## src/rtl/axis_dac_pkg.sv

```systemverilog
// axis_dac_pkg: shared state type, sizing helper and limits for the DAC feed path.
package axis_dac_pkg;

    localparam int MAX_LOG2_RATIO = 8;

    typedef enum logic [1:0] {
        IDLE,
        PRIME,
        RUN
    } upsampler_state_t;

    // Accumulator carries value*R plus one bit so that acc+step stays exact mid-segment.
    function automatic int acc_width(input int width, input int log2_ratio);
        return width + log2_ratio + 1;
    endfunction

endpackage

```

## src/rtl/upsampler_ramp_acc.sv

```systemverilog
// upsampler_ramp_acc: scaled-value accumulator, per-segment step and phase counter.
// Load rescales a base sample by R, step load restarts the phase, advance moves one output along.
module upsampler_ramp_acc
    import axis_dac_pkg::*;
#(
    parameter int WIDTH      = 16,
    parameter int LOG2_RATIO = 4
) (
    input  logic                    aclk,
    input  logic                    arst_n,
    input  logic                    acc_load,
    input  logic signed [WIDTH-1:0] acc_base,
    input  logic                    step_load,
    input  logic signed [WIDTH:0]   step_value,
    input  logic                    advance,
    output logic [LOG2_RATIO-1:0]   phase,
    output logic signed [WIDTH-1:0] data
);

    localparam int ACC_W = acc_width(WIDTH, LOG2_RATIO);

    logic signed [ACC_W-1:0] acc;
    logic signed [WIDTH:0]   step;
    logic signed [ACC_W-1:0] base_scaled;

    assign base_scaled = ACC_W'(acc_base) <<< LOG2_RATIO;

    // A load takes priority over advance so each segment restarts exactly on x_cur*R.
    always_ff @(posedge aclk) begin
        if (!arst_n) begin
            acc   <= '0;
            step  <= '0;
            phase <= '0;
        end else begin
            if (acc_load) begin
                acc <= base_scaled;
            end else if (advance) begin
                acc <= acc + ACC_W'(step);
            end
            if (step_load) begin
                step  <= step_value;
                phase <= '0;
            end else if (advance) begin
                phase <= phase + LOG2_RATIO'(1);
            end
        end
    end

    assign data = acc[LOG2_RATIO +: WIDTH];

endmodule

```

## src/rtl/axis_linear_upsampler.sv

```systemverilog
// axis_linear_upsampler: AXI-Stream R=2**LOG2_RATIO upsampler feeding the delta-sigma DAC.
// Define AXIS_UPSAMPLER_LINEAR_EN for linear interpolation; otherwise a zero-order hold is built.
module axis_linear_upsampler
    import axis_dac_pkg::*;
#(
    parameter int WIDTH      = 16,
    parameter int LOG2_RATIO = 4
) (
    input  logic                    aclk,
    input  logic                    arst_n,
    input  logic signed [WIDTH-1:0] s_axis_tdata,
    input  logic                    s_axis_tvalid,
    output logic                    s_axis_tready,
    output logic signed [WIDTH-1:0] m_axis_tdata,
    output logic                    m_axis_tvalid,
    input  logic                    m_axis_tready,
    output logic                    underrun
);

    localparam logic [LOG2_RATIO-1:0] LAST_PHASE = '1;

    if (LOG2_RATIO < 1 || LOG2_RATIO > MAX_LOG2_RATIO) begin : g_bad_ratio
        $error("axis_linear_upsampler: LOG2_RATIO out of range");
    end

    upsampler_state_t        state;
    logic signed [WIDTH-1:0] x_cur;
    logic [LOG2_RATIO-1:0]   phase;
    logic                    s_hs;
    logic                    xfer;
    logic                    seg_end;
    logic                    acc_load;
    logic                    step_load;
    logic signed [WIDTH-1:0] acc_base;
    logic signed [WIDTH:0]   step_value;

    assign s_hs    = s_axis_tvalid && s_axis_tready;
    assign xfer    = m_axis_tvalid && m_axis_tready;
    assign seg_end = xfer && (phase == LAST_PHASE);

    always_comb begin
        s_axis_tready = 1'b0;
        if (arst_n) begin
            case (state)
                IDLE, PRIME: s_axis_tready = 1'b1;
                RUN:         s_axis_tready = (phase == LAST_PHASE) && m_axis_tready;
                default:     s_axis_tready = 1'b0;
            endcase
        end
    end

    // Every segment restarts from x_cur*R; a missing sample leaves step at zero so the output holds flat.
    always_comb begin
        acc_load = ((state == IDLE) && s_hs) || seg_end;
        acc_base = (state == IDLE) ? s_axis_tdata : x_cur;
`ifdef AXIS_UPSAMPLER_LINEAR_EN
        step_load  = ((state == PRIME) && s_hs) || seg_end;
        step_value = (seg_end && !s_axis_tvalid) ? '0
                   : (WIDTH+1)'(s_axis_tdata) - (WIDTH+1)'(x_cur);
`else
        step_load  = seg_end;
        step_value = '0;
        if (seg_end && s_axis_tvalid) begin
            acc_base = s_axis_tdata;
        end
`endif
    end

    always_ff @(posedge aclk) begin
        if (!arst_n) begin
            state         <= IDLE;
            x_cur         <= '0;
            m_axis_tvalid <= 1'b0;
            underrun      <= 1'b0;
        end else begin
            underrun <= 1'b0;
            case (state)
                IDLE: begin
                    if (s_hs) begin
                        x_cur <= s_axis_tdata;
`ifdef AXIS_UPSAMPLER_LINEAR_EN
                        state <= PRIME;
`else
                        state         <= RUN;
                        m_axis_tvalid <= 1'b1;
`endif
                    end
                end
`ifdef AXIS_UPSAMPLER_LINEAR_EN
                PRIME: begin
                    if (s_hs) begin
                        x_cur         <= s_axis_tdata;
                        state         <= RUN;
                        m_axis_tvalid <= 1'b1;
                    end
                end
`endif
                RUN: begin
                    if (seg_end) begin
                        if (s_axis_tvalid) begin
                            x_cur <= s_axis_tdata;
                        end else begin
                            underrun <= 1'b1;
                        end
                    end
                end
                default: begin
                    state         <= IDLE;
                    m_axis_tvalid <= 1'b0;
                end
            endcase
        end
    end

    upsampler_ramp_acc #(
        .WIDTH      (WIDTH),
        .LOG2_RATIO (LOG2_RATIO)
    ) u_ramp_acc (
        .aclk       (aclk),
        .arst_n     (arst_n),
        .acc_load   (acc_load),
        .acc_base   (acc_base),
        .step_load  (step_load),
        .step_value (step_value),
        .advance    (xfer),
        .phase      (phase),
        .data       (m_axis_tdata)
    );

endmodule

```

## config.mk

```make
export PLATFORM = sky130hd
export DESIGN_NAME = axis_linear_upsampler
export DESIGN_NICKNAME = d
export VERILOG_FILES = /design/src/rtl/axis_dac_pkg.sv /design/src/rtl/upsampler_ramp_acc.sv /design/src/rtl/axis_linear_upsampler.sv
export SDC_FILE = /design/constraint.sdc
export NUM_CORES = 1
export LEC_CHECK = 0
export CORE_MARGIN = 4
export CORE_UTILIZATION = 51
export CTS_BUF_LIST = sky130_fd_sc_hd__clkbuf_16
export DETAILED_ROUTE_END_ITERATION = 7
export GPL_TIMING_DRIVEN = 0
export PLACE_DENSITY = 0.8
export SLEW_MARGIN = 40
export SYNTH_ARGS = -nofsm -noshare
export SYNTH_HDL_FRONTEND = slang
export SYNTH_HIERARCHICAL = 1
export SYNTH_SLANG_ARGS = --single-unit
```

## constraint.sdc

```tcl
create_clock -name aclk -period 2.8 [get_ports aclk]
set_input_delay 0.42 -clock aclk [delete_from_list [all_inputs] [get_ports aclk]]
set_output_delay 0.42 -clock aclk [all_outputs]
set_load 0.03 [all_outputs]
```

# ---- Word level (Yosys, flattened, before mapping)
# Index checks and enable logic that the tools add are counted.
dict set report word_totals {
  ff_bits 40
  input_bits 20
  word_cells 46
}
dict set report op_classes {
  n_addsub 1
  n_eq_ne 7
  mux 14
  bitwise_logic 2
  reduce_logical 16
}
# op n
set op_table {}
lappend op_table {{16-bit 2-to-1 mux} 5}
lappend op_table {{16-bit case mux with 2 select lines} 1}
lappend op_table {{20-bit 2-to-1 mux} 1}
lappend op_table {{1-bit logical AND} 6}
lappend op_table {{2-bit != test, second input constant} 3}
lappend op_table {{4-bit by 1-bit adder with 4-bit output, second input constant} 1}
lappend op_table {{4-bit == test, second input constant} 1}
lappend op_table {{1-bit case mux with 2 select lines} 2}
lappend op_table {{2-bit case mux with 2 select lines} 1}
lappend op_table {{2-bit AND reduction} 2}
lappend op_table {{4-bit AND reduction} 1}
lappend op_table {{2-bit nonzero test} 2}
lappend op_table {{2-bit OR reduction} 2}
lappend op_table {{1-bit 2-to-1 mux} 3}
lappend op_table {{3-bit AND reduction} 1}
lappend op_table {{2-bit by 1-bit == test with 1-bit output, second input constant} 1}
lappend op_table {{2-bit == test, second input constant} 1}
lappend op_table {{2-bit zero test} 1}
lappend op_table {{2-bit 2-to-1 mux} 1}
lappend op_table {{2-bit by 1-bit != test with 1-bit output, second input constant} 1}
lappend op_table {{1-bit NOT} 2}
lappend op_table {{1-bit logical OR} 1}

# ---- Longest topological paths before layout
# Gate-level depths: netlist of the first run.
dict set report logic_depth {
  word_depth 9
  depth_mapped 10
  mapped_depth_nobuf 10
}

# ---- Modules after synthesis
# Netlist of the first run, hierarchy kept.
# mod n_inst cells_per_inst area_per_inst_um2 seq_area_each_um2
set by_module_without_submodules {}
lappend by_module_without_submodules {upsampler_ramp_acc 1 313 2627.5 820.8}
lappend by_module_without_submodules {axis_linear_upsampler 1 104 1022.2 360.3}

# ---- Worst setup path before layout of the first run
# OpenSTA, ideal clock, no wires.
dict set report synth_timing {
  path_type {register to register}
  startpoint {register u_ramp_acc/acc[12] (netlist name)}
  endpoint {register u_ramp_acc.acc[18]}
  setup_ns 0.134
  t_arrival_ns 2.047
  t_required_ns 2.666
  path_slack_ns 0.619
  stages_incl_launch_ff 9
  path_buffers 0
  synth_period_minus_slack_ns 2.181
  path_cell_list {dfxtp_1 ha_1 a21o_1 o21a_1 a311o_1 a31o_1 a221oi_2 xor2_1 o22ai_1}
}
# element line_no
set synth_lines {}
lappend synth_lines {{end signal, assigned} upsampler_ramp_acc.sv:36} ;# acc <= base_scaled;
lappend synth_lines {{end signal, assigned} upsampler_ramp_acc.sv:38} ;# acc <= acc + ACC_W'(step);
lappend synth_lines {{end, declared} upsampler_ramp_acc.sv:22} ;# logic signed [ACC_W-1:0] acc;

# ---- Final worst setup path of the first run
dict set report layout_timing {
  startpoint {input arst_n}
  endpoint {register u_ramp_acc.acc[9]}
}
dict set report layout_between {
  elab_chain_cells 6
  elab_cells_between_ends 7
  classes_between {1 x eq/ne; 1 x mux; 5 x reduce/logical}
}
# element line_no
set layout_rtl {}
lappend layout_rtl {{start, declared} axis_linear_upsampler.sv:10} ;# input logic arst_n,
lappend layout_rtl {{1-bit 2-to-1 mux *} axis_linear_upsampler.sv:43} ;# if (arst_n) begin
lappend layout_rtl {{1-bit logical AND *} axis_linear_upsampler.sv:37} ;# assign s_hs = s_axis_tvalid && s_axis_tready;
lappend layout_rtl {{1-bit logical AND *} axis_linear_upsampler.sv:54} ;# acc_load = ((state == IDLE) && s_hs) || seg_end;
lappend layout_rtl {{1-bit logical OR *} axis_linear_upsampler.sv:54}
lappend layout_rtl {{named net acc_load} axis_linear_upsampler.sv:32} ;# logic acc_load;
lappend layout_rtl {{2-bit by 1-bit != test with 1-bit output (no source line) / 2-bit nonzero test (equally long branches)} -}
lappend layout_rtl {{2-bit AND reduction (no source line) *} -}
# Mark *: on every way through the listed nets, which the timed path passes. The rest lies on a longest branch.
# A chain may end at the register's enable or synchronous reset.

==> out/results.tsv, run 1 <==
metric	value	unit
die height	92.6	um
die area	8570	sq um
Final Power	2.42	mW
fraction of layout instances using a drive strength above 1	11.8	%
GRT met3 Usage	4.22	%
clock power share	48.4	%
CP max FO	10	
final worst-path cycle share	90.7	%
Critical Path AT	2730	ps
CP Cell Sequence	clkdlybuf4s50_1 > clkbuf_2 > clkbuf_2 > nand2_1 > nand2_1 > inv_1 > clkbuf_1 > o21ai_0 > a31oi_1	
drc violations	0	
htree depth	3	
GRT Total Usage	21.2	%
total grt overflow	0	
worst vdd ir	0.368	mV
switching share of power	24.9	%
Avg WL per Cell	14.5	um
CTS tree	done	
Startpoint Class	primary input	
commonest non-fill, non-tap cell in the layout	dfxtp_1	
Placed Area	4210	sq um
critical path type	in2reg	
Hold Crit Class	reg2reg	
vias post-DR	3094	
number of buffers created by CTS	9	
fin area	4520	sq um
crit path time final	2540	ps
Switch Pwr	0.602	mW
cts-stage hold buffer count	0	
Comb power frac	14.2	%
Seq pwr share	37.4	%
post-detail-place hpwl	6170	um
Post-Layout Cell Count	581	
asr flop ratio synth	0	%
setup TNS	0	ps
gpl congestion	0.892	
CP endpoint kind	register	
DIE WIDTH	92.6	um
DP Cell Count	567	
initial antenna violation count	0	
status	finished, final reports clean	
power per cell area	534	nW/um^2
Max Slew Vio Count	0	
CTS sink count	59	
Final Net Count	521	
sequential-to-total area share from yosys stat	32.4	%
Post-Route Skew	5.63	ps
setup repair after global routing missed its margin	no	
number of diodes	0	
busiest grt layer	met2	
Avg Inst Size Synth	8.75	sq um
Pleak	2.05	nW
FMAX	0.394	GHz
Worst Tran Pin Value	661	ps
Port-buffer cells	38	
Post-Route WL	8420	um
Most used DFF post-synth	dfxtp_1	
Worst-path clk slew	60	ps
row cnt	30	
Yosys cell types	56	
count of state elements after synthesis	59	
met1 Track Usage GR	26.8	%
Clock Tree Root	clkbuf_16	
post-detailed-route count of antenna-violating nets	0	
1st-iter DRT viols	185	
core box area	6870	sq um
Final Core Density	65.8	%
final worst slack	259	ps
vias in the first global route	3156	
Yosys Warn Count	6	
first-pass GRT wire length	14700	um
final setup fails	0	
largest net degree at the start of global routing	12	
Max Cap Viol	0	
TritonRoute pass-1 iters	4	
CP Buf/Inv Count	5	
CP required	2990	ps
routing usage on met2	35.3	%
P_int	1.81	mW
Post-Syn Instances	417	
WHS	460	ps
most frequent cells in the layout	59 x dfxtp_1, 54 x nand2_1, 38 x mux2i_1	
relative slew slack	55.9	%
cell family with most CP delay	buffers and inverters	
Fillers	549	
pre-CTS WS	-418	ps
I/O pin count	39	
Mapped Area	3650	sq um
EDFF count, synth	0	
Crit-path slowest cell	clkdlybuf4s50_1	
slowest cell delay on critical path	610	ps
Hold Vio Cnt, Final	0	
worst skew pair latency	320	ps
Initial Utilization	53.1	%
Via-to-Cell Ratio	5.33	
CTS max path bufs	2	
P&R area growth vs syn	23.9	%
worst reg2reg max path, delay by kind of cell (launching register included):
family	cells	cell delay (ps)
adders and majority gates	1	420
AOI/OAI and AO/OA	6	1350
DFF	1	350
xor gates and xnor gates	1	190
area by class of cell:
type,count,area [sq um],area share [%]
sequential,59,1180,26.1
tap,96,120,2.66
inverter,13,48.8,1.08
clock buffer,9,225,4.98
multi-input combinational,326,2260,49.9
clock inverter,7,92.6,2.05
timing repair buffer,38,379,8.38
buffer,33,218,4.81
power groups by stage:
| stage | Sequential, mW | Combinational [mW] | Clock [mW] |
|---|---|---|---|
| 2_1_floorplan | 0.912 | 0.235 | 0 |
| 3_3_place_gp | 0.918 | 0.335 | 0 |
| 3_5_place_dp | 0.919 | 0.339 | 0 |
| 4_1_cts | 0.902 | 0.343 | 1.18 |
| 5_1_grt | 0.907 | 0.373 | 1.23 |
| 6_report | 0.903 | 0.343 | 1.17 |
logic make-up (layout without fill, tap and decap cells):
kind of cell,Yosys count,count (layout),synth area share (%)
muxes,54,54,16.4
and+or+nand+nor,120,120,14.8
DFF,59,59,32.4
buffers and inverters,48,100,7.44
other,1,17,0.103
xor gates and xnor gates,20,20,4.80
AOI/OAI and AO/OA,94,94,16.7
adders and majority gates,21,21,7.40
worst paths after layout:
kind / from / to / slack, ps / cells after the start
setup / recovery: arst_n / u_ramp_acc/acc[9]$_SDFFE_PN0P_ / 260 / 9
setup reg to reg: u_ramp_acc/acc[12]$_SDFFE_PN0P_ / u_ramp_acc/acc[18]$_SDFFE_PN0P_ / 340 / 8
hold / removal: x_cur[13]$_SDFFE_PN0P_ / x_cur[13]$_SDFFE_PN0P_ / 460 / 2
hold reg to reg: x_cur[13]$_SDFFE_PN0P_ / x_cur[13]$_SDFFE_PN0P_ / 460 / 2
flip-flops by register name (all words and copies together), names as in the netlist:
name,flops
u_ramp_acc/phase,4
u_ramp_acc/acc,20
underrun,1
u_ramp_acc/step,17
x_cur,16
state,1
timing repair:
item,CTS,global route
endpoints found under the setup margin,14,18
buffers inserted,0,0
gates resized for setup,3,0
cloned,0,0
pin swaps,0,0
synth_stat cells, types with 2 or more instances:
library cell | n | area [sq um]
dfxtp_1 | 59 | 1180
nand2_1 | 54 | 203
mux2i_1 | 38 | 380
a21oi_1 | 36 | 180
nor2_1 | 31 | 116
ha_1 | 20 | 250
buf_4 | 16 | 120
o21ai_0 | 16 | 80.1
inv_1 | 13 | 48.8
clkbuf_1 | 12 | 45.0
xor2_1 | 11 | 96.3
a21o_1 | 10 | 75.1
and3_1 | 10 | 62.6
mux2_4 | 10 | 150
xnor2_1 | 9 | 78.8
mux2_2 | 6 | 67.6
buf_1 | 4 | 15.0
nand2b_1 | 4 | 25.0
o21a_1 | 4 | 30.0
o22ai_1 | 4 | 25.0
nand3_1 | 3 | 15.0
nor3_1 | 3 | 15.0
a211oi_1 | 2 | 15.0
a221oi_1 | 2 | 17.5
a31o_1 | 2 | 17.5
and2_1 | 2 | 12.5
buf_6 | 2 | 22.5
nand4_1 | 2 | 12.5
o21bai_1 | 2 | 15.0
o221ai_1 | 2 | 17.5
o311a_1 | 2 | 20.0
or3_1 | 2 | 12.5
metal layers:
layer / share of wire (%) / vias up
li1: - / 1566
met1: 45 / 1431
met2: 47 / 88
met3: 6.8 / 9
met4: 0.87 / 0
met5: 0 / -
Note: power is estimated with default switching activity, not from simulation.
==> run 2: changes to the inputs <==
- CORE_UTILIZATION: 51 -> 50
- PLACE_DENSITY: 0.8 -> 0.86
- SYNTH_HIERARCHICAL: 1 -> default
==> out/results.tsv, run 2 <==
metric	value	unit
commonest non-fill, non-tap cell in the layout	dfxtp_1	
setup repair after global routing missed its margin	no	
Via-to-Cell Ratio	5.58	
Pleak	0.862	nW
EDFF count, synth	0	
Hold Crit Class	reg2reg	
syn_nets	197	
Max Slew Vio Count	0	
most frequent cells in the layout	38 x dfxtp_1, 37 x clkdlybuf4s50_1, 34 x o21ai_0	
fraction of layout instances using a drive strength above 1	15.8	%
Fillers	251	
TritonRoute pass-1 iters	4	
initial antenna violation count	0	
pre-CTS WS	31.9	ps
Final Power	1.45	mW
Port-buffer cells	38	
1st-iter DRT viols	102	
count of state elements after synthesis	38	
Worst Tran Pin Value	576	ps
P&R area growth vs syn	33.6	%
Post-Syn Instances	176	
Post-synth top cells	38 x dfxtp_1, 34 x o21ai_0, 16 x inv_1	
Hold Vio Cnt, Final	0	
vias post-DR	1491	
number of buffers created by CTS	5	
WHS	455	ps
core box area	3390	sq um
total grt overflow	0	
setup bufs post-CTS	0	
top-count cell post-synth	dfxtp_1	
number of diodes	0	
DIE WIDTH	67.7	um
Avg WL per Cell	14.9	um
power per cell area	607	nW/um^2
top area cells in the synthesized netlist	dfxtp_1 43%, o21ai_0 9.6%, a221oi_2 8.4%	
die height	67.7	um
CTS tree	done	
I/O pin count	39	
final worst-path cycle share	84.6	%
worst vdd ir	0.426	mV
Startpoint Class	primary input	
CP Buf/Inv Count	4	
htree depth	2	
post-detail-place hpwl	2670	um
fin area	2380	sq um
final setup fails	0	
Yosys Warn Count	0	
CP required	2380	ps
Crit-path slowest cell	clkdlybuf4s50_1	
Worst path most repeated cell	buf_2	
cell family with most CP delay	buffers and inverters	
post-detailed-route count of antenna-violating nets	0	
GRT Total Usage	19.2	%
sequential-to-total area share from yosys stat	42.7	%
first-pass GRT wire length	6560	um
Mapped Area	1780	sq um
asr flop ratio synth	0	%
vias in the first global route	1468	
final worst slack	432	ps
relative slew slack	61.4	%
CTS max path bufs	2	
row cnt	21	
top cell type's share of synthesized area	42.7	%
drc violations	0	
Post-Route WL	3970	um
Yosys cell types	32	
die area	4580	sq um
Placed Area	2220	sq um
Final Net Count	242	
Worst-path clk slew	50	ps
crit path time final	2370	ps
status	finished, final reports clean	
Clock Tree Root	clkbuf_16	
gpl congestion	0.763	
worst skew pair latency	280	ps
cts-stage hold buffer count	0	
CP endpoint kind	output pin	
CTS sink count	38	
Max Cap Viol	0	
top flop regs	u_ramp_acc.acc (16), x_cur (16), u_ramp_acc.phase (4)	
setup TNS	0	ps
slowest cell delay on critical path	540	ps
post-synth top area cell	dfxtp_1	
Avg Inst Size Synth	10.1	sq um
Initial Utilization	52.6	%
Critical Path AT	1950	ps
FMAX	0.422	GHz
critical path type	in2out	
largest net degree at the start of global routing	12	
CP Cell Sequence	clkdlybuf4s50_1 > buf_2 > buf_2 > a21boi_0 > dlymetal6s2s_1	
Post-Route Skew	7.54	ps
Most used DFF post-synth	dfxtp_1	
CP max FO	10	
[run 2: changes by cell type after synthesis, moves of 11 or more]
cell / delta
a21oi_1: -34
nor2_1: -29
o21ai_0: +18
buf_4: -15
dfxtp_1: -21
ha_1: -19
mux2i_1: -38
xor2_1: -11
nand2_1: -51
o221a_1: +11
[run 2: path summary, 6_finish.rpt]
check | depth (start not counted) | slack (ps) | end | startpoint
setup reg to reg | 5 | 1060 | u_ramp_acc.acc[16]$_SDFFE_PN0P_ | u_ramp_acc.phase[0]$_SDFFE_PP0P_
setup / recovery | 5 | 430 | s_axis_tready | arst_n
hold / removal | 2 | 460 | u_ramp_acc.acc[15]$_SDFFE_PN0P_ | u_ramp_acc.acc[15]$_SDFFE_PN0P_
hold reg to reg | 2 | 460 | u_ramp_acc.acc[15]$_SDFFE_PN0P_ | u_ramp_acc.acc[15]$_SDFFE_PN0P_
[run 2: timing repair]
action | 4_1_cts | 5_1_grt
resized for setup | 0 | 1
setup endpoints to repair | 0 | 1
hold endpoints to repair | 0 | 0
[run 2: cell type report]
type	count	area [sq um]	share of cell area, %
Buffer	14	96.3	4.05
Clock buffer	5	125	5.25
Clock inverter	2	33.8	1.42
Inverter	16	60.1	2.52
Multi-Input combinational cell	108	865	36.3
Sequential cell	38	761	31.9
Tap cell	46	57.6	2.42
Timing Repair Buffer	38	383	16.1
[run 2: per-stage QoR]
step                      utilization [%]  std cells
after floorplan                         -        176
after global placement               65.5        260
after detailed placement             65.5        260
after CTS                            70.2        267
after global routing                 70.2        267
final                                70.2        267
[run 2: cell families (layout without fill, tap and decap cells)]
logic type | after synthesis | count (layout) | share of synthesized area (%)
DFF | 38 | 38 | 42.7
AOI/OAI and AO/OA | 73 | 73 | 35.0
and+or+nand+nor | 32 | 32 | 11.8
xor gates and xnor gates | 2 | 2 | 0.983
adders and majority gates | 1 | 1 | 0.702
buffers and inverters | 30 | 75 | 8.78
[run 2: routing by layer]
layer	wire length, um	global-route usage, %	share of wire, %
met1	1820	23.1	46
met2	1880	32.2	47
met3	215	5.32	5.4
met4	55	7.34	1.4
met5	0	0	0
[run 2: worst min-delay path, cell delays in order, from the launching register on]
cell and delay [ps]:
dfxtp_1 300, inv_1 60, a221oi_2 50
[run 2: where the power goes]
group	internal [mW]	switching, mW	leakage (nW)	total (mW)
logic	0.115	0.122	0.472	0.236
clock network	0.411	0.202	0.0773	0.614
registers	0.578	0.0181	0.313	0.596
total	1.10	0.342	0.862	1.45
